File: src/rtl/mc_control_pkg.sv
// mc_control shared definitions: state encodings, opcodes, ALU codes.
// Also consumed by the datapath and the bench.
package mc_control_pkg;

   localparam logic [3:0] S_FETCH   = 4'd0;
   localparam logic [3:0] S_DECODE  = 4'd1;
   localparam logic [3:0] S_EXEC    = 4'd2;
   localparam logic [3:0] S_ALUWB   = 4'd3;
   localparam logic [3:0] S_MEMADR  = 4'd4;
   localparam logic [3:0] S_MEMRD   = 4'd5;
   localparam logic [3:0] S_MEMWB   = 4'd6;
   localparam logic [3:0] S_MEMWR   = 4'd7;
   localparam logic [3:0] S_BRANCH  = 4'd8;
   localparam logic [3:0] S_JUMP    = 4'd9;
   localparam logic [3:0] S_ADDI_EX = 4'd10;
   localparam logic [3:0] S_ADDI_WB = 4'd11;
   localparam logic [3:0] S_TRAP    = 4'd12;

   localparam logic [5:0] OP_RTYPE = 6'b000000;
   localparam logic [5:0] OP_LW    = 6'b100011;
   localparam logic [5:0] OP_SW    = 6'b101011;
   localparam logic [5:0] OP_BEQ   = 6'b000100;
   localparam logic [5:0] OP_J     = 6'b000010;
   localparam logic [5:0] OP_ADDI  = 6'b001000;

   localparam logic [1:0] ALU_ADD   = 2'b00;
   localparam logic [1:0] ALU_SUB   = 2'b01;
   localparam logic [1:0] ALU_FUNCT = 2'b10;

   localparam logic [1:0] SRCB_REG    = 2'b00;
   localparam logic [1:0] SRCB_FOUR   = 2'b01;
   localparam logic [1:0] SRCB_IMM    = 2'b10;
   localparam logic [1:0] SRCB_IMMSH2 = 2'b11;

   localparam logic [1:0] PCSRC_ALU = 2'b00;
   localparam logic [1:0] PCSRC_BR  = 2'b01;
   localparam logic [1:0] PCSRC_JMP = 2'b10;

   // Opcode dispatch out of DECODE; unknown opcodes trap.
   function automatic logic [3:0] decode_op(logic [5:0] op);
      logic [3:0] s;
      case (op)
         OP_RTYPE:     s = S_EXEC;
         OP_LW, OP_SW: s = S_MEMADR;
         OP_BEQ:       s = S_BRANCH;
         OP_J:         s = S_JUMP;
         OP_ADDI:      s = S_ADDI_EX;
         default:      s = S_TRAP;
      endcase
      return s;
   endfunction

   // States that wait on mem_ready and are guarded by the timer.
   function automatic logic is_wait_state(logic [3:0] s);
      return (s == S_FETCH) || (s == S_MEMRD) || (s == S_MEMWR);
   endfunction

   // Last state of an instruction before returning to FETCH.
   function automatic logic is_final_state(logic [3:0] s);
      return (s == S_ALUWB) || (s == S_MEMWB) || (s == S_MEMWR) ||
             (s == S_BRANCH) || (s == S_JUMP) || (s == S_ADDI_WB);
   endfunction

endpackage

File: src/rtl/mc_control_wait_timer.sv
// mc_wait_timer: counts cycles spent waiting on mem_ready.
// expired_o fires on the wait cycle that brings the count to TIMEOUT.
module mc_wait_timer #(
   parameter int unsigned TIMEOUT = 16
) (
   input  logic clk,
   input  logic rst,
   input  logic clr_i,
   input  logic inc_i,
   output logic expired_o
);

   localparam logic [8:0] LIMIT = 9'(TIMEOUT);

   logic [7:0] cnt_q, cnt_d;
   logic [8:0] cnt_inc;

   assign cnt_inc = {1'b0, cnt_q} + 9'd1;

   // A ready cycle never increments, so a late ready beats expiry.
   assign expired_o = inc_i && (cnt_inc == LIMIT);

   // Clear on state change, count while stalled.
   always_comb begin
      cnt_d = cnt_q;
      if (clr_i)      cnt_d = 8'd0;
      else if (inc_i) cnt_d = cnt_inc[7:0];
   end

   // Counter register.
   always_ff @(posedge clk) begin
      if (rst) cnt_q <= 8'd0;
      else     cnt_q <= cnt_d;
   end

endmodule

File: src/rtl/mc_control.sv
// mc_control: multi-cycle sequencer for the MIPS-subset CPU.
// Define MC_CONTROL_PERF_CNT_EN to add cycle_cnt / instr_cnt outputs.
module mc_control
   import mc_control_pkg::*;
#(
   parameter int unsigned TIMEOUT = 16
) (
   input  logic       clk,
   input  logic       rst,
   input  logic [5:0] opcode,
   input  logic       zero,
   input  logic       mem_ready,
   output logic       pc_we,
   output logic [1:0] pc_src,
   output logic       iord,
   output logic       mem_rd,
   output logic       mem_wr,
   output logic       ir_we,
   output logic       mdr_we,
   output logic       reg_we,
   output logic       reg_dst,
   output logic       mem_to_reg,
   output logic       alu_src_a,
   output logic [1:0] alu_src_b,
   output logic [1:0] alu_op,
   output logic       trap,
   output logic [3:0] state_dbg
`ifdef MC_CONTROL_PERF_CNT_EN
   ,
   output logic [31:0] cycle_cnt,
   output logic [31:0] instr_cnt
`endif
);

   logic [3:0] state_q, state_d;
   logic       tmr_clr, tmr_inc, expired;

   assign tmr_inc = is_wait_state(state_q) && !mem_ready;
   assign tmr_clr = (state_d != state_q);

   mc_wait_timer #(
      .TIMEOUT(TIMEOUT)
   ) u_timer (
      .clk       (clk),
      .rst       (rst),
      .clr_i     (tmr_clr),
      .inc_i     (tmr_inc),
      .expired_o (expired)
   );

   // Next-state: step through the instruction phases.
   always_comb begin
      state_d = state_q;
      case (state_q)
         S_FETCH:
            if (mem_ready)    state_d = S_DECODE;
            else if (expired) state_d = S_TRAP;
         S_DECODE:  state_d = decode_op(opcode);
         S_EXEC:    state_d = S_ALUWB;
         S_ALUWB:   state_d = S_FETCH;
         S_MEMADR:  state_d = (opcode == OP_LW) ? S_MEMRD : S_MEMWR;
         S_MEMRD:
            if (mem_ready)    state_d = S_MEMWB;
            else if (expired) state_d = S_TRAP;
         S_MEMWB:   state_d = S_FETCH;
         S_MEMWR:
            if (mem_ready)    state_d = S_FETCH;
            else if (expired) state_d = S_TRAP;
         S_BRANCH:  state_d = S_FETCH;
         S_JUMP:    state_d = S_FETCH;
         S_ADDI_EX: state_d = S_ADDI_WB;
         S_ADDI_WB: state_d = S_FETCH;
         default:   state_d = S_TRAP;
      endcase
   end

   // State register; reset abandons any instruction in flight.
   always_ff @(posedge clk) begin
      if (rst) state_q <= S_FETCH;
      else     state_q <= state_d;
   end

   // Moore control decode; a few enables qualified by ready/zero.
   always_comb begin
      pc_we      = 1'b0;
      pc_src     = PCSRC_ALU;
      iord       = 1'b0;
      mem_rd     = 1'b0;
      mem_wr     = 1'b0;
      ir_we      = 1'b0;
      mdr_we     = 1'b0;
      reg_we     = 1'b0;
      reg_dst    = 1'b0;
      mem_to_reg = 1'b0;
      alu_src_a  = 1'b0;
      alu_src_b  = SRCB_REG;
      alu_op     = ALU_ADD;
      trap       = 1'b0;
      case (state_q)
         S_FETCH: begin
            mem_rd    = 1'b1;
            alu_src_b = SRCB_FOUR;
            ir_we     = mem_ready;
            pc_we     = mem_ready;
         end
         S_DECODE: alu_src_b = SRCB_IMMSH2;
         S_EXEC: begin
            alu_src_a = 1'b1;
            alu_op    = ALU_FUNCT;
         end
         S_ALUWB: begin
            reg_we  = 1'b1;
            reg_dst = 1'b1;
         end
         S_MEMADR, S_ADDI_EX: begin
            alu_src_a = 1'b1;
            alu_src_b = SRCB_IMM;
         end
         S_MEMRD: begin
            iord   = 1'b1;
            mem_rd = 1'b1;
            mdr_we = mem_ready;
         end
         S_MEMWB: begin
            reg_we     = 1'b1;
            mem_to_reg = 1'b1;
         end
         S_MEMWR: begin
            iord   = 1'b1;
            mem_wr = 1'b1;
         end
         S_BRANCH: begin
            alu_src_a = 1'b1;
            alu_op    = ALU_SUB;
            pc_src    = PCSRC_BR;
            pc_we     = zero;
         end
         S_JUMP: begin
            pc_src = PCSRC_JMP;
            pc_we  = 1'b1;
         end
         S_ADDI_WB: reg_we = 1'b1;
         S_TRAP:    trap   = 1'b1;
         default:   trap   = 1'b1;
      endcase
      if (rst) begin
         pc_we  = 1'b0;
         ir_we  = 1'b0;
         mdr_we = 1'b0;
         reg_we = 1'b0;
         mem_rd = 1'b0;
         mem_wr = 1'b0;
      end
   end

   assign state_dbg = state_q;

`ifdef MC_CONTROL_PERF_CNT_EN
   logic [31:0] cyc_q, ins_q;

   // Cycle and retired-instruction counters.
   always_ff @(posedge clk) begin
      if (rst) begin
         cyc_q <= 32'd0;
         ins_q <= 32'd0;
      end else begin
         if (state_q != S_TRAP)
            cyc_q <= cyc_q + 32'd1;
         if (state_d == S_FETCH && is_final_state(state_q))
            ins_q <= ins_q + 32'd1;
      end
   end

   assign cycle_cnt = cyc_q;
   assign instr_cnt = ins_q;
`endif

endmodule

File: config.mk
export PLATFORM = sky130hd
export DESIGN_NAME = mc_control
export DESIGN_NICKNAME = d
export VERILOG_FILES = /design/src/rtl/mc_control_pkg.sv /design/src/rtl/mc_control_wait_timer.sv /design/src/rtl/mc_control.sv
export SDC_FILE = /design/constraint.sdc
export NUM_CORES = 1
export LEC_CHECK = 0
export ABC_AREA = 0
export BUFFER_PORTS_ARGS = -buffer_cell sky130_fd_sc_hd__buf_2
export CORE_AREA = 2 2 50 52
export DETAILED_ROUTE_END_ITERATION = 16
export DIE_AREA = 0 0 52 54
export PLACE_DENSITY = 0.82
export RECOVER_POWER = 25
export SLEW_MARGIN = 10
export SYNTH_ARGS = -nofsm -noshare
export SYNTH_HDL_FRONTEND = slang
export SYNTH_SLANG_ARGS = --single-unit
File: constraint.sdc
create_clock -name clk -period 4.6 [get_ports clk]
set_clock_uncertainty 0.2 [all_clocks]
set_input_delay 0.23 -clock clk [delete_from_list [all_inputs] [get_ports clk]]
set_output_delay 0.23 -clock clk [all_outputs]
set_load 0.005 [all_outputs]
Word level (Yosys, flattened, before mapping) --
Cells that the tools add are included.
Cells by class: mux-type cells 27, reductions and logical operators 16, equal/unequal tests 18, $add $sub $neg 1
Operator list (number):
- 4-bit case mux with 8 select lines | 1
- 4-bit case mux with 5 select lines | 1
- 4-bit by 3-bit == test with 1-bit output, second input constant | 4
- 4-bit == test, second input constant | 4
- 1-bit 2-to-1 mux | 16
- 4-bit 2-to-1 mux | 4
- 6-bit == test, second input constant | 2
- 12-bit OR reduction | 1
- 2-bit OR reduction | 5
- 8-bit by 1-bit adder with 9-bit output, second input constant | 1
- 9-bit by 5-bit == test with 1-bit output, second input constant | 1
- 4-bit by 2-bit == test with 1-bit output, second input constant | 2
- 2-bit case mux with 2 select lines | 2
- 6-bit by 2-bit == test with 1-bit output, second input constant | 1
- 6-bit by 3-bit == test with 1-bit output, second input constant | 1
- 6-bit by 4-bit == test with 1-bit output, second input constant | 1
- 6-bit zero test | 1
- 2-bit case mux with 3 select lines | 1
- 5-bit OR reduction | 1
- 4-bit by 1-bit == test with 1-bit output, second input constant | 1
- 4-bit zero test | 1
- 4-bit inequality test | 1
- 4-bit OR reduction | 1
- 1-bit case mux with 3 select lines | 1
- other kinds (5) | 7
Word-level totals: register bits 12, word-level logic and storage cells 64, input bits 10, output and inout bits 21

Depth between registers and ports, before layout --
Gate-level depths: netlist of the first run.
word-level depth 10, mapped depth 7, mapped depth without buffers 6

Modules after synthesis --
Synthesis of the first run repeated with hierarchy kept, for this count alone.
Unflattened totals: cell total of the unflattened synthesis 136, area total of the unflattened synthesis 979.7 um2
By module, submodules not included:
- mc_control | area each 596.8 um2, cells an instance 91, instances 1, seq. area each 80.1 um2
- mc_wait_timer | area each 382.9 um2, cells an instance 45, instances 1, seq. area each 160.2 um2

Worst setup path after synthesis of the first run --
OpenSTA, ideal clock, no wires.
path type flip-flop to flip-flop, start point reg state_q[1] (netlist: state_dbg[1]), end point reg u_timer.cnt_q[0], cell stages (with the launch flop) 7, library setup time 134 ps, period minus slack after synthesis 2138 ps, arrival time 1804 ps, data required time 4266 ps, buffers on the path 1, slack 2462 ps, path through dfxtp_1 buf_6 or4b_4 or4_4 and4_4 nand4_4 nor3_1
Between the ends: cells in the longest elaborated chain, start to end 10, elaborated cells between the ends (all ways) 24
RTL lines:
- from (decl) | line mc_control.sv:35 | logic [3:0] state_q, state_d;
- from (signal assigned) | line mc_control.sv:80 | else state_q <= state_d;
- 4-bit by 3-bit == test with 1-bit output or 4-bit zero test (tied branches) | line mc_control_pkg.sv:55, mc_control.sv:54
- 1-bit logical OR (2 in series) | line mc_control_pkg.sv:55 | return (s == S_FETCH) || (s == S_MEMRD) || (s == S_MEMWR);
- 1-bit logical AND | line mc_control.sv:38 | assign tmr_inc = is_wait_state(state_q) && !mem_ready;
- 1-bit logical AND | line mc_control_wait_timer.sv:21 | assign expired_o = inc_i && (cnt_inc == LIMIT);
- 4-bit 2-to-1 mux | line mc_control.sv:57, mc_control.sv:64, mc_control.sv:68
- 4-bit 2-to-1 mux, on equally long branches | line mc_control.sv:67, mc_control.sv:56, mc_control.sv:63
- 4-bit case mux with 8 select lines | line mc_control.sv:54 | case (state_q)
- 4-bit inequality test | line mc_control.sv:39 | assign tmr_clr = (state_d != state_q);
- 2-bit OR reduction (no line)
- to (signal assigned) | line mc_control_wait_timer.sv:33 | else cnt_q <= cnt_d;
- to (decl) | line mc_control_wait_timer.sv:15 | logic [7:0] cnt_q, cnt_d;
Several ways; a longest one is shown, not always the timed one. A chain may end at the register's enable or synchronous reset.

Final worst setup path of the first run --
start point reg state_q[2] (netlist: state_dbg[2]), end point reg state_q[2] (netlist: state_dbg[2])
Between the ends: cells in the longest elaborated chain, start to end 8, elaborated cells between the ends (all ways) 22
RTL lines (line):
- 4-bit by 3-bit == test with 1-bit output or 4-bit zero test (tied branches) | mc_control_pkg.sv:55, mc_control.sv:54
- 1-bit logical OR (2 in series) | mc_control_pkg.sv:55
- 1-bit logical AND | mc_control.sv:38
- 1-bit logical AND | mc_control_wait_timer.sv:21
- 4-bit 2-to-1 mux | mc_control.sv:57, mc_control.sv:64, mc_control.sv:68
- 4-bit 2-to-1 mux, on equally long branches | mc_control.sv:67, mc_control.sv:56, mc_control.sv:63
- 4-bit case mux with 8 select lines * | mc_control.sv:54
Every way passes the cells marked *; elsewhere a longest branch is shown, timed or not.

==> metrics.log, run 1 <==
[metrics] switching share of total power: 0.5083
[metrics] Cell Pwr Density: 536.8 mW/mm^2
[metrics] cells resized by post-CTS repair: 0
[metrics] time the final worst path needs with I/O delays and setup: 2549 ps
[metrics] number of buffers created by CTS: 3
[metrics] ratio of final minimum period to clock period: 0.5542
[metrics] count of endpoints failing hold in the final timing report: 0
[metrics] number of buffers on the longest clock path: 2
[metrics] diodes inserted: 0
[metrics] H-tree depth reported by CTS: 1
[metrics] Std-Cell Core Area: 0.002320 mm^2
[metrics] actual transition at the worst max-transition pin: 715.0 ps
[metrics] Placement Rows: 18
[metrics] total negative setup slack: 0 ps
[metrics] Tot GR Track Use: 0.2500
[metrics] Final #Nets: around 200
[metrics] via density per instance: 6.018
[metrics] CP max FO: 23
[metrics] sequential power share: 0.292
[metrics] worst setup slack after layout: 2051 ps
[metrics] Post-synth EDFFs: 0
[metrics] status: finished, final reports clean
[metrics] post-synthesis average cell area: 7.328 um^2
[metrics] number of vias in the routed layout: 1330
[metrics] starting density of the core: 0.5307
[metrics] cell at the root of the clock tree: sky130_fd_sc_hd__clkbuf_4
[metrics] Iteration-0 DRC Markers: 33
[metrics] nature of the critical path startpoint: flip-flop
[metrics] first-pass GRT wire length: 5209 um
[metrics] # hold bufs at CTS: 1
[metrics] clock latency on the worst-skew pair: 290 ps
[metrics] Max VDD drop: between 0.0003 and 0.0004 V
[metrics] final HPWL from detailed placement: about 2300 um
[metrics] largest net degree at the start of global routing: 24
[metrics] setup repair after global routing missed its margin: no
[metrics] nets in the synthesized netlist: 180
[metrics] portion of total power attributed to the clock network: 0.119
[metrics] post-detailed-route count of antenna-violating nets: 0
[metrics] worst hold slack: between 200 and 300 ps
[metrics] number of detailed-route iterations in the first pass: 4
[metrics] Total Wirelength: 3232 um
[metrics] DIE HEIGHT: 54 um
[metrics] Mapped Cells: 168
[metrics] minimum setup slack after placement: 2097 ps
[metrics] wire length per cell after detailed routing: 14.62 um
[metrics] worst hold-check path type: in -> reg
[metrics] worst slew margin relative to its limit: 0.5110
[metrics] data arrival time at the worst-slack endpoint: between 2000 and 3000 ps
[metrics] antenna violations before repair: 0
[metrics] sum of overflow across all layers after global routing: 0
[metrics] # IOs: 31
[metrics] # setup viols final: 0
[metrics] sinks on the clock net: 12
[metrics] main flop type after synthesis: sky130_fd_sc_hd__dfxtp_1
[metrics] setup repair bufs after CTS: 0
[metrics] Yosys reg bits: 12
[metrics] net switching component of the power: between 0.0003 and 0.0004 W
[metrics] routability congestion estimate from global placement: 0.9080
[metrics] Syn-to-layout area delta: 13.11%
[metrics] number of input and output port buffers inserted: 30
[metrics] internal power: roughly 0.00037 W
[metrics] clock tree from TritonCTS: yes
[metrics] part of the total power dissipated in combinational logic: 0.589
[metrics] post-synthesis sequential area ratio: 0.1951
[metrics] full die area: between 0.002 and 0.003 mm^2
[metrics] number of different library cells in the post-synthesis netlist: 49
[metrics] kind of capture point of the worst setup path: flip-flop
[metrics] critical path type: reg -> reg
[metrics] layout cell share with drive strength beyond 1: 0.2356
[metrics] leak pwr: roughly 0.60 nW
[metrics] critical path required time: ~4600 ps
[metrics] netlist area before placement: 0.001231 mm^2
[metrics] Pins Over Slew Limit: 0
[metrics] Maximum Capacitance Violations: 0
[metrics] clock-pin slew reported for the worst setup and hold paths after clock tree synthesis: 80 ps
[metrics] fraction of registers with async set/reset: 0
[metrics] achievable frequency: 392.3 MHz
[metrics] yosys warns: 0
[metrics] number of global-route vias before repair: about 1100
[metrics] Chip Width: 52 um
[metrics] final routed DRC violation total: 0
==> cells in the final DEF (no fill, tap or decap), drive strengths merged, types with 2 or more instances in the layout <==
cell type	instances
or4	2
or2	4
clkbuf	9
nand2b	6
nor3	13
o21a	3
a211oi	5
nand2	21
nor4	2
ha	2
a21oi	8
dfxtp	12
buf	25
a2111oi	2
inv	4
nor3b	3
o31ai	3
xor2	9
or3	5
o21bai	3
nand3	5
nor2b	4
o21ai	6
nor2	15
nand4	2
==> flip-flops by register name, indices dropped and copies added, names as in the netlist <==
register / flops
state_dbg: 4
u_timer.cnt_q: 8
==> synth_stat cells (2+ instances only) <==
master / instances / area [um^2]
sky130_fd_sc_hd__a211oi_1: 5 / 37.54
sky130_fd_sc_hd__a21oi_1: 7 / 35.03
sky130_fd_sc_hd__buf_4: 2 / 15.01
sky130_fd_sc_hd__buf_6: 2 / 22.52
sky130_fd_sc_hd__clkbuf_1: 7 / 26.28
sky130_fd_sc_hd__dfxtp_1: 12 / 240.2
sky130_fd_sc_hd__ha_1: 2 / 25.02
sky130_fd_sc_hd__inv_1: 4 / 15.01
sky130_fd_sc_hd__nand2_1: 21 / 78.83
sky130_fd_sc_hd__nand2b_1: 6 / 37.54
sky130_fd_sc_hd__nand3_1: 5 / 25.02
sky130_fd_sc_hd__nor2_1: 15 / 56.30
sky130_fd_sc_hd__nor2b_1: 4 / 25.02
sky130_fd_sc_hd__nor3_1: 13 / 65.06
sky130_fd_sc_hd__nor3b_1: 3 / 22.52
sky130_fd_sc_hd__o21a_1: 3 / 22.52
sky130_fd_sc_hd__o21ai_0: 6 / 30.03
sky130_fd_sc_hd__o21bai_1: 3 / 22.52
sky130_fd_sc_hd__o31ai_1: 3 / 22.52
sky130_fd_sc_hd__or2_2: 4 / 25.02
sky130_fd_sc_hd__or3_1: 5 / 31.28
sky130_fd_sc_hd__xor2_1: 9 / 78.83
==> worst max-delay path, stage by stage (launching register included) <==
cell                      delay, ps
sky130_fd_sc_hd__dfxtp_1        800
sky130_fd_sc_hd__nand2_1        390
sky130_fd_sc_hd__a21oi_4        270
sky130_fd_sc_hd__nand2_1        110
sky130_fd_sc_hd__nor4_4         460
sky130_fd_sc_hd__o221a_2        260
==> final timing paths <==
check	start	to	slack (ps)	cells past startpoint
max	state_dbg[2]	state_dbg[2]	2050	5
min	mem_ready	state_dbg[1]	280	5
max reg2reg	state_dbg[2]	state_dbg[2]	2050	5
min reg2reg	u_timer.cnt_q[7]	u_timer.cnt_q[7]	370	3
==> power by group through the flow <==
stage               Sequential, W  Combinational, W  Clock [W]
floorplan                0.000147          0.000416          0
global placement         0.000211          0.000430          0
detailed placement       0.000217          0.000438          0
CTS                      0.000215          0.000443  0.0000881
global route             0.000230          0.000485  0.0000956
finish                   0.000218          0.000441  0.0000887
==> cells by family after synthesis <==
kind of cell,share of synthesized area
buffers and inverters,0.06808
and+or+nand+nor,0.3974
AOI/OAI and AO/OA,0.2297
DFF,0.1951
adders and majority gates,0.02845
xor gates and xnor gates,0.06403
muxes,0.01728
==> through the flow <==
step | total power (W) | cell area [um^2] | utilization | std cells
3_5_place_dp | 0.0006550 | 1350 | 0.5820 | 216
2_1_floorplan | 0.0005625 | 1231 | - | 168
5_1_grt | 0.0008107 | 1393 | 0.6003 | 221
6_report | 0.0007476 | 1393 | 0.6003 | 221
4_1_cts | 0.0007453 | 1396 | 0.6019 | 221
3_3_place_gp | 0.0006410 | 1350 | 0.5820 | 216
==> layer usage <==
| layer | track usage | share of wire | up-vias |
|---|---|---|---|
| met1 | 0.3328 | 0.45 | 624 |
| met3 | 0.05556 | 0.061 | 4 |
| li1 | - | - | 655 |
| met2 | 0.4219 | 0.48 | 47 |
| met4 | 0.03509 | 0.0059 | 0 |
| met5 | 0 | 0 | - |
==> cell type report <==
| type | count | area [um^2] |
|---|---|---|
| timing repair buffer | 31 | 156.4 |
| sequential | 12 | 240.2 |
| fill | 220 | 927.1 |
| clock buffer | 4 | 36.28 |
| inverter | 4 | 15.01 |
| tap | 30 | 37.54 |
| multi-input combinational | 140 | 907.1 |
No activity file was read; power rests on OpenSTA's default activity.
==> run 2: changes to the inputs <==
--- a/config.mk
+++ b/config.mk
@@ -5,12 +5,12 @@
 export SDC_FILE = /design/constraint.sdc
 export NUM_CORES = 1
 export LEC_CHECK = 0
-export ABC_AREA = 0
+export ABC_AREA = 1
 export BUFFER_PORTS_ARGS = -buffer_cell sky130_fd_sc_hd__buf_2
-export CORE_AREA = 2 2 50 52
+export CORE_AREA = 2 2 54 56
 export DETAILED_ROUTE_END_ITERATION = 16
-export DIE_AREA = 0 0 52 54
-export PLACE_DENSITY = 0.82
+export DIE_AREA = 0 0 56 58
+export PLACE_DENSITY = 0.72
 export RECOVER_POWER = 25
 export SLEW_MARGIN = 10
 export SYNTH_ARGS = -nofsm -noshare
==> constraint.sdc (replaced) <==
create_clock -name clk -period 2.22 [get_ports clk]
set_clock_uncertainty 0.2 [all_clocks]
set_input_delay 0.111 -clock clk [delete_from_list [all_inputs] [get_ports clk]]
set_output_delay 0.111 -clock clk [all_outputs]
set_load 0.005 [all_outputs]
==> metrics.log, run 2 <==
[metrics] total power consumption of the routed design: 0.001720 W (+130%)
[metrics] via density per instance: 4.977 (-17%)
[metrics] ratio of final minimum period to clock period: 0.9353 (+0.3812)
[metrics] full die area: 0.003248 mm^2 (+16%)
[metrics] clock tree from TritonCTS: yes
[metrics] starting density of the core: 0.4488 (-0.08197)
[metrics] clock latency on the worst-skew pair: 270 ps (-20 ps)
[metrics] post-detailed-route count of antenna-violating nets: 0 (unchanged)
[metrics] Iteration-0 DRC Markers: 32 (-3.0%)
[metrics] Chip Width: 56 um (+7.7%)
[metrics] count of endpoints failing hold in the final timing report: 0 (unchanged)
[metrics] number of flip-flops under the largest register name: 8 (unchanged)
[metrics] post-synthesis sequential area ratio: 0.2010 (+0.005925)
[metrics] largest net degree at the start of global routing: 12 (-50%)
[metrics] critical path required time: 2220 ps (-2410 ps)
[metrics] Top reg by flops: u_timer.cnt_q
[metrics] DIE HEIGHT: 58 um (+7.4%)
[metrics] yosys warns: 0 (unchanged)
[metrics] most common library cell in the layout ignoring fill and taps: sky130_fd_sc_hd__nand2_1
[metrics] first-pass GRT wire length: 4616 um (-11%)
[metrics] worst slew margin relative to its limit: 0.6873 (+0.1764)
[metrics] final HPWL from detailed placement: 2382 um (+1.6%)
[metrics] CP max FO: 8 (-65%)
[metrics] number of buffers on the longest clock path: 2 (unchanged)
[metrics] cell types with the highest counts after synthesis: sky130_fd_sc_hd__nand2_1 (45), sky130_fd_sc_hd__nor2_1 (34), sky130_fd_sc_hd__inv_1 (26), sky130_fd_sc_hd__nand3_1 (14), sky130_fd_sc_hd__dfxtp_1 (12)
[metrics] number of input and output port buffers inserted: 30 (unchanged)
[metrics] met1 track demand over resource in global routing: 0.2391 (-0.09370)
[metrics] number of global-route vias before repair: 1115 (-1.3%)
[metrics] netlist area before placement: 0.001195 mm^2 (-2.9%)
[metrics] clock-pin slew reported for the worst setup and hold paths after clock tree synthesis: 70 ps (about the same)
[metrics] Total Wirelength: 2968 um (-8.2%)
[metrics] data arrival time at the worst-slack endpoint: 2080 ps (-500 ps)
[metrics] worst hold slack: 132.6 ps (-150.1 ps)
[metrics] busiest layer in global routing: met2
[metrics] actual transition at the worst max-transition pin: 464.1 ps (-251.0 ps)
[metrics] Maximum Capacitance Violations: 0 (unchanged)
[metrics] diodes inserted: 0 (unchanged)
[metrics] number of vias in the routed layout: 1319 (-0.83%)
[metrics] cell type contributing the most total cell area after synthesis: sky130_fd_sc_hd__dfxtp_1
[metrics] nets in the synthesized netlist: 210 (+17%)
[metrics] routability congestion estimate from global placement: 0.8644 (-4.8%)
[metrics] count of filler cells inserted in the layout: 285 (+30%)
[metrics] time the final worst path needs with I/O delays and setup: 2076 ps (-472.7 ps)
[metrics] Mapped Cells: 198 (+18%)
[metrics] most frequent cell after synthesis: sky130_fd_sc_hd__nand2_1
[metrics] Cell Pwr Density: 1155 mW/mm^2 (+120%)
[metrics] area of the multi-input gates: 842.1 um^2 (-7.2%)
[metrics] main flop type after synthesis: sky130_fd_sc_hd__dfxtp_1
[metrics] Std-Cell Core Area: 0.002663 mm^2 (+15%)
[metrics] sinks on the clock net: 12 (unchanged)
[metrics] # setup viols final: 0 (unchanged)
[metrics] Syn-to-layout area delta: 24.61%
[metrics] achievable frequency: 481.6 MHz (+23%)
[metrics] count of cells along the worst register-to-register path: 15 (+10)
[metrics] post-synthesis average cell area: 6.035 um^2 (-18%)
[metrics] Placement Rows: 19 (+1)
[metrics] area fraction of the dominant cell type after synthesis: 0.2010 (+0.005925)
[metrics] number of detailed-route iterations in the first pass: 4 (unchanged)
[metrics] wire length per cell after detailed routing: 11.20 um (-23%)
[metrics] antenna violations before repair: 0 (unchanged)
[metrics] Pins Over Slew Limit: 0 (unchanged)
[metrics] Final #Nets: 247 (+21%)
[metrics] Tot GR Track Use: 0.1782 (-0.07176)
[metrics] leak pwr: 0.7468 nW (+23%)
[metrics] met3 track demand over resource in global routing: 0.03125 (-0.02431)
[metrics] worst hold-check path type: in -> reg
[metrics] sequential cell area in the final layout: 254.0 um^2 (+5.7%)
[metrics] sum of overflow across all layers after global routing: 0 (unchanged)
[metrics] kind of capture point of the worst setup path: flip-flop
[metrics] final routed DRC violation total: 0 (unchanged)
[metrics] cell at the root of the clock tree: sky130_fd_sc_hd__clkbuf_4
[metrics] H-tree depth reported by CTS: 1 (unchanged)
[metrics] number of different library cells in the post-synthesis netlist: 30 (-39%)
[metrics] Yosys reg bits: 12 (unchanged)
[metrics] number of buffers created by CTS: 3 (unchanged)
[metrics] status: finished, final reports clean
[metrics] Post-synth EDFFs: 0 (unchanged)
[metrics] Max VDD drop: 0.001039 V (+190%)
[metrics] nature of the critical path startpoint: flip-flop
[metrics] GR met2 Demand/Resource: 0.2891 (-0.1329)
[metrics] top library cells by usage in the layout, fill and taps aside: sky130_fd_sc_hd__nand2_1 (40), sky130_fd_sc_hd__nor2_1 (31), sky130_fd_sc_hd__buf_2 (29)
[metrics] fraction of registers with async set/reset: 0 (unchanged)
[metrics] layout cell share with drive strength beyond 1: 0.3547 (+0.1191)
[metrics] Hold Path Cell Cnt: 5 (unchanged)
[metrics] # IOs: 31 (unchanged)
[metrics] critical path type: reg -> reg
[metrics] top post-synthesis cells by area: sky130_fd_sc_hd__dfxtp_1 (20%), sky130_fd_sc_hd__nand2_1 (14%), sky130_fd_sc_hd__nor2_1 (11%)
run 2: cell count changes after synthesis, sizes merged, moves of 5 or more:
cell	before	now
nand2b	6	0
nand2	21	50
clkbuf	7	1
xor2	9	1
nand3	5	19
or3	5	0
a211oi	5	0
nor3	13	3
inv	4	31
nor2	15	49
run 2: stage by stage:
step | setup TNS [ps] | area (um^2) | util | cells | worst slack [ps]
finish | 0 | 1489 | 0.5592 | 265 | 143.5
global route | -4.395 | 1489 | 0.5592 | 265 | -4.395
CTS | 0 | 1419 | 0.5329 | 263 | 27.31
detailed placement | 0 | 1373 | 0.5155 | 258 | 42.19
global placement | 0 | 1373 | 0.5155 | 258 | 103.1
floorplan | 0 | 1195 | - | 198 | 232.5
run 2: critical path, cell delays in order (launching register included):
cell	delay, ps
sky130_fd_sc_hd__dfxtp_4	370
sky130_fd_sc_hd__ha_4	130
sky130_fd_sc_hd__nand2_2	80
sky130_fd_sc_hd__o21ai_1	210
sky130_fd_sc_hd__nand2_2	100
sky130_fd_sc_hd__nand2_2	100
sky130_fd_sc_hd__nor2_4	40
sky130_fd_sc_hd__nand3_4	100
sky130_fd_sc_hd__nand2_2	50
sky130_fd_sc_hd__nand2_1	70
sky130_fd_sc_hd__nand2_2	70
sky130_fd_sc_hd__nand2_1	60
sky130_fd_sc_hd__nand2_1	60
sky130_fd_sc_hd__nand2_2	100
sky130_fd_sc_hd__nand3_4	150
sky130_fd_sc_hd__nor2_2	140
run 2: repair_timing:
item / CTS / global route
buffers inserted: 0 / 2
endpoints found under the setup margin: 0 / 8
resized for setup: 0 / 22
endpoints found under the hold margin: 4 / 0
hold buffers: 1 / 0
run 2: per-layer routing:
layer / routed length, um / share of wire
met2: 1390 / 0.47
met4: 51 / 0.017
met3: 128 / 0.043
met5: 0 / 0
met1: 1398 / 0.47
run 2: power breakdown:
group	switching [W]	internal, W
logic	0.000743	0.000442
registers	0.0000925	0.000273
clock network	0.0000699	0.0000997
total	0.000905	0.000815
run 2: area by class of cell:
type / instances / share of cell area
flip-flops and latches: 12 / 0.1706
repair buffers: 36 / 0.1319
multi-input cells: 151 / 0.5655
inverters: 31 / 0.08151
clock buffers: 4 / 0.02437
well taps: 31 / 0.02605
run 2: kinds of logic after synthesis:
kind of cell / share of synthesized area
fa+ha+maj: 0.02094
mux: 0.008377
compound gates: 0.1026
simple gates: 0.5298
flops: 0.2010
xor+xnor: 0.007331
buf+inv: 0.1298
run 2: worst paths after layout:
kind,from,to,slack (ps)
worst min-delay path,mem_ready,state_dbg[2],130
worst min register to register,u_timer.cnt_q[6],u_timer.cnt_q[6],390
worst max register to register,u_timer.cnt_q[1],u_timer.cnt_q[0],140
worst max-delay path,u_timer.cnt_q[1],u_timer.cnt_q[0],140
==> run 3: changes to the inputs <==
--- a/config.mk
+++ b/config.mk
@@ -12,6 +12,7 @@
 export DIE_AREA = 0 0 56 58
 export PLACE_DENSITY = 0.72
 export RECOVER_POWER = 25
+export REMOVE_ABC_BUFFERS = 1
 export SLEW_MARGIN = 10
 export SYNTH_ARGS = -nofsm -noshare
 export SYNTH_HDL_FRONTEND = slang
==> metrics.log, run 3 (synthesis gave the netlist of run 2 again) <==
[metrics] antenna violations before repair: 0 (unchanged)
[metrics] post-detailed-route count of antenna-violating nets: 0 (unchanged)
[metrics] critical path required time: 2220 ps (about the same)
[metrics] clock latency on the worst-skew pair: 280 ps (about the same)
[metrics] Reg-to-Reg Start: state_dbg[3]
[metrics] layout cell share with drive strength beyond 1: 0.3771 (+0.02242)
[metrics] count of endpoints failing hold in the final timing report: 0 (unchanged)
[metrics] top library cells by usage in the layout, fill and taps aside: sky130_fd_sc_hd__nand2_1 (39), sky130_fd_sc_hd__buf_2 (30), sky130_fd_sc_hd__nor2_1 (29)
[metrics] CP max FO: 8 (unchanged)
[metrics] cell at the root of the clock tree: sky130_fd_sc_hd__clkbuf_4
[metrics] length of routed wiring on met1: 1377 um (-1.5%)
[metrics] Syn-to-layout area delta: 26.39%
[metrics] via density per instance: 4.925 (-1.1%)
[metrics] met3 routed WL: 85 um (-34%)
[metrics] Top Metal Used: met4
[metrics] DIE HEIGHT: 58 um (unchanged)
[metrics] Hold Path Cell Cnt: 5 (unchanged)
[metrics] number of vias in the routed layout: 1315 (-0.30%)
[metrics] Iteration-0 DRC Markers: 49 (+53%)
[metrics] clock tree from TritonCTS: yes
[metrics] diodes inserted: 0 (unchanged)
[metrics] Final #Nets: 250 (+1.2%)
[metrics] full die area: 0.003248 mm^2 (unchanged)
[metrics] setup repair after global routing missed its margin: no
[metrics] routability congestion estimate from global placement: 0.8230 (-4.8%)
[metrics] number of buffers on the longest clock path: 2 (unchanged)
[metrics] Pins Over Slew Limit: 0 (unchanged)
[metrics] Max VDD drop: 0.0007277 V (-30%)
[metrics] count of cells along the worst register-to-register path: 11 (-4)
[metrics] number of buffers created by CTS: 3 (unchanged)
[metrics] actual transition at the worst max-transition pin: 329.8 ps (-134.3 ps)
[metrics] sum of overflow across all layers after global routing: 0 (unchanged)
[metrics] worst slew margin relative to its limit: 0.7798 (+0.09249)
[metrics] minimum setup slack after placement: 53.77 ps (+11.58 ps)
[metrics] data arrival time at the worst-slack endpoint: 2060 ps (-20 ps)
[metrics] number of detailed-route iterations in the first pass: 4 (unchanged)
[metrics] number of global-route vias before repair: 1092 (-2.1%)
[metrics] time the final worst path needs with I/O delays and setup: 2059 ps (-17.21 ps)
[metrics] final HPWL from detailed placement: 2280 um (-4.3%)
[metrics] number of input and output port buffers inserted: 30 (unchanged)
[metrics] clock-pin slew reported for the worst setup and hold paths after clock tree synthesis: 60 ps (about the same)
[metrics] detailed-routed wire length on met2: 1339 um (-3.7%)
[metrics] achievable frequency: 485.6 MHz (+0.84%)
[metrics] # setup viols final: 0 (unchanged)
[metrics] wire length per cell after detailed routing: 10.61 um (-5.3%)
[metrics] Std-Cell Core Area: 0.002663 mm^2 (unchanged)
[metrics] Cell Pwr Density: 1143 mW/mm^2 (-1.0%)
[metrics] nature of the critical path startpoint: flip-flop
[metrics] Chip Width: 56 um (unchanged)
[metrics] largest net degree at the start of global routing: 12 (unchanged)
[metrics] Top reg by flops: u_timer.cnt_q
[metrics] Maximum Capacitance Violations: 0 (unchanged)
[metrics] count of filler cells inserted in the layout: 276 (-3.2%)
[metrics] Placement Rows: 19 (unchanged)
[metrics] H-tree depth reported by CTS: 1 (unchanged)
[metrics] area of the multi-input gates: 849.6 um^2 (+0.89%)
[metrics] starting density of the core: 0.4488 (unchanged)
[metrics] ratio of final minimum period to clock period: 0.9276 (-0.007750)
[metrics] Total Wirelength: 2833 um (-4.5%)
[metrics] kind of capture point of the worst setup path: flip-flop
[metrics] worst setup slack after layout: 160.8 ps (+17.21 ps)
[metrics] sinks on the clock net: 12 (unchanged)
[metrics] sequential cell area in the final layout: 254.0 um^2 (unchanged)
[metrics] source of the worst hold timing path: mem_ready
[metrics] final routed DRC violation total: 0 (unchanged)
[metrics] critical path type: reg -> reg
[metrics] first-pass GRT wire length: 4643 um (+0.58%)
[metrics] number of flip-flops under the largest register name: 8 (unchanged)
[metrics] leak pwr: 0.7790 nW (+4.3%)
[metrics] status: finished, final reports clean
[metrics] # IOs: 31 (unchanged)
[metrics] Tot GR Track Use: 0.1753 (-0.002954)
[metrics] total negative setup slack: 0 ps (unchanged)
[metrics] worst min-delay path endpoint: state_dbg[2]
[metrics] worst hold-check path type: in -> reg
[metrics] most common library cell in the layout ignoring fill and taps: sky130_fd_sc_hd__nand2_1
[metrics] critical register-to-register path endpoint: u_timer.cnt_q[0]
[metrics] slack of the worst reg-to-reg path: 160 ps (+20 ps)
==> run 3: cell count changes in the layout (fill, tap and decap cells not counted), moves of 2 or more <==
cell	delta
sky130_fd_sc_hd__buf_4	+4
sky130_fd_sc_hd__clkbuf_1	-2
sky130_fd_sc_hd__nor2_1	-2
sky130_fd_sc_hd__nor2_2	+3
==> run 3: how the worst max path moves through the flow <==
stage                       endpoint  slack [ps]  depth (start not counted)              from
floorplan           u_timer.cnt_q[3]         220                         16  u_timer.cnt_q[0]
global placement    u_timer.cnt_q[7]          80                         16  u_timer.cnt_q[1]
detailed placement  u_timer.cnt_q[3]          50                         16  u_timer.cnt_q[1]
CTS                 u_timer.cnt_q[3]          40                         16  u_timer.cnt_q[1]
global route        u_timer.cnt_q[3]           5                         15  u_timer.cnt_q[0]
finish              u_timer.cnt_q[0]         160                         11      state_dbg[3]
==> run 3: where the power goes <==
group / switching, W / leakage (nW) / internal, W
registers: 0.0000915 / 0.101 / 0.000273
logic: 0.000744 / 0.664 / 0.000486
clock network: 0.0000692 / 0.0138 / 0.0000629
total: 0.000905 / 0.779 / 0.000822
==> run 3: layout make-up <==
class | count | share of cell area
inverters | 31 | 0.08036
multi-input cells | 151 | 0.5626
flip-flops and latches | 12 | 0.1682
repair buffers | 39 | 0.1483
well taps | 31 | 0.02568
clock buffers | 3 | 0.01491
==> run 3: repair_timing <==
action,CTS,global route
hold endpoints to repair,4,0
hold buffers,1,0
setup buffers,0,3
setup endpoints to repair,0,8
gates resized for setup,0,26
==> run 3: metal layers <==
metal / up-vias / track usage
met5: - / 0
met4: 0 / 0.03061
met3: 5 / 0.03348
met2: 22 / 0.2857
met1: 585 / 0.2459
li1: 703 / -
==> run 3: per-stage QoR <==
step	instance area (um^2)	total power, W	utilization	hold slack (ps)	std cells
finish	1510	0.001727	0.5672	129.8	267
floorplan	1161	0.001175	-	-19.93	194
global route	1510	0.001888	0.5672	142.1	267
CTS	1420	0.001662	0.5334	92.34	264
global placement	1388	0.001528	0.5211	240.4	260
detailed placement	1388	0.001524	0.5211	237.2	260
==> run 3: worst max-delay path: stages, from the launching register on <==
cell and delay (ps):
sky130_fd_sc_hd__dfxtp_1 400, sky130_fd_sc_hd__nor2_4 180, sky130_fd_sc_hd__inv_1 120, sky130_fd_sc_hd__o211ai_1 170
sky130_fd_sc_hd__nor2_1 110, sky130_fd_sc_hd__nor2_1 160, sky130_fd_sc_hd__nand3_1 90, sky130_fd_sc_hd__nand2_1 60
sky130_fd_sc_hd__nand2_1 80, sky130_fd_sc_hd__nor2_4 130, sky130_fd_sc_hd__nand3_4 160, sky130_fd_sc_hd__nor2_2 110
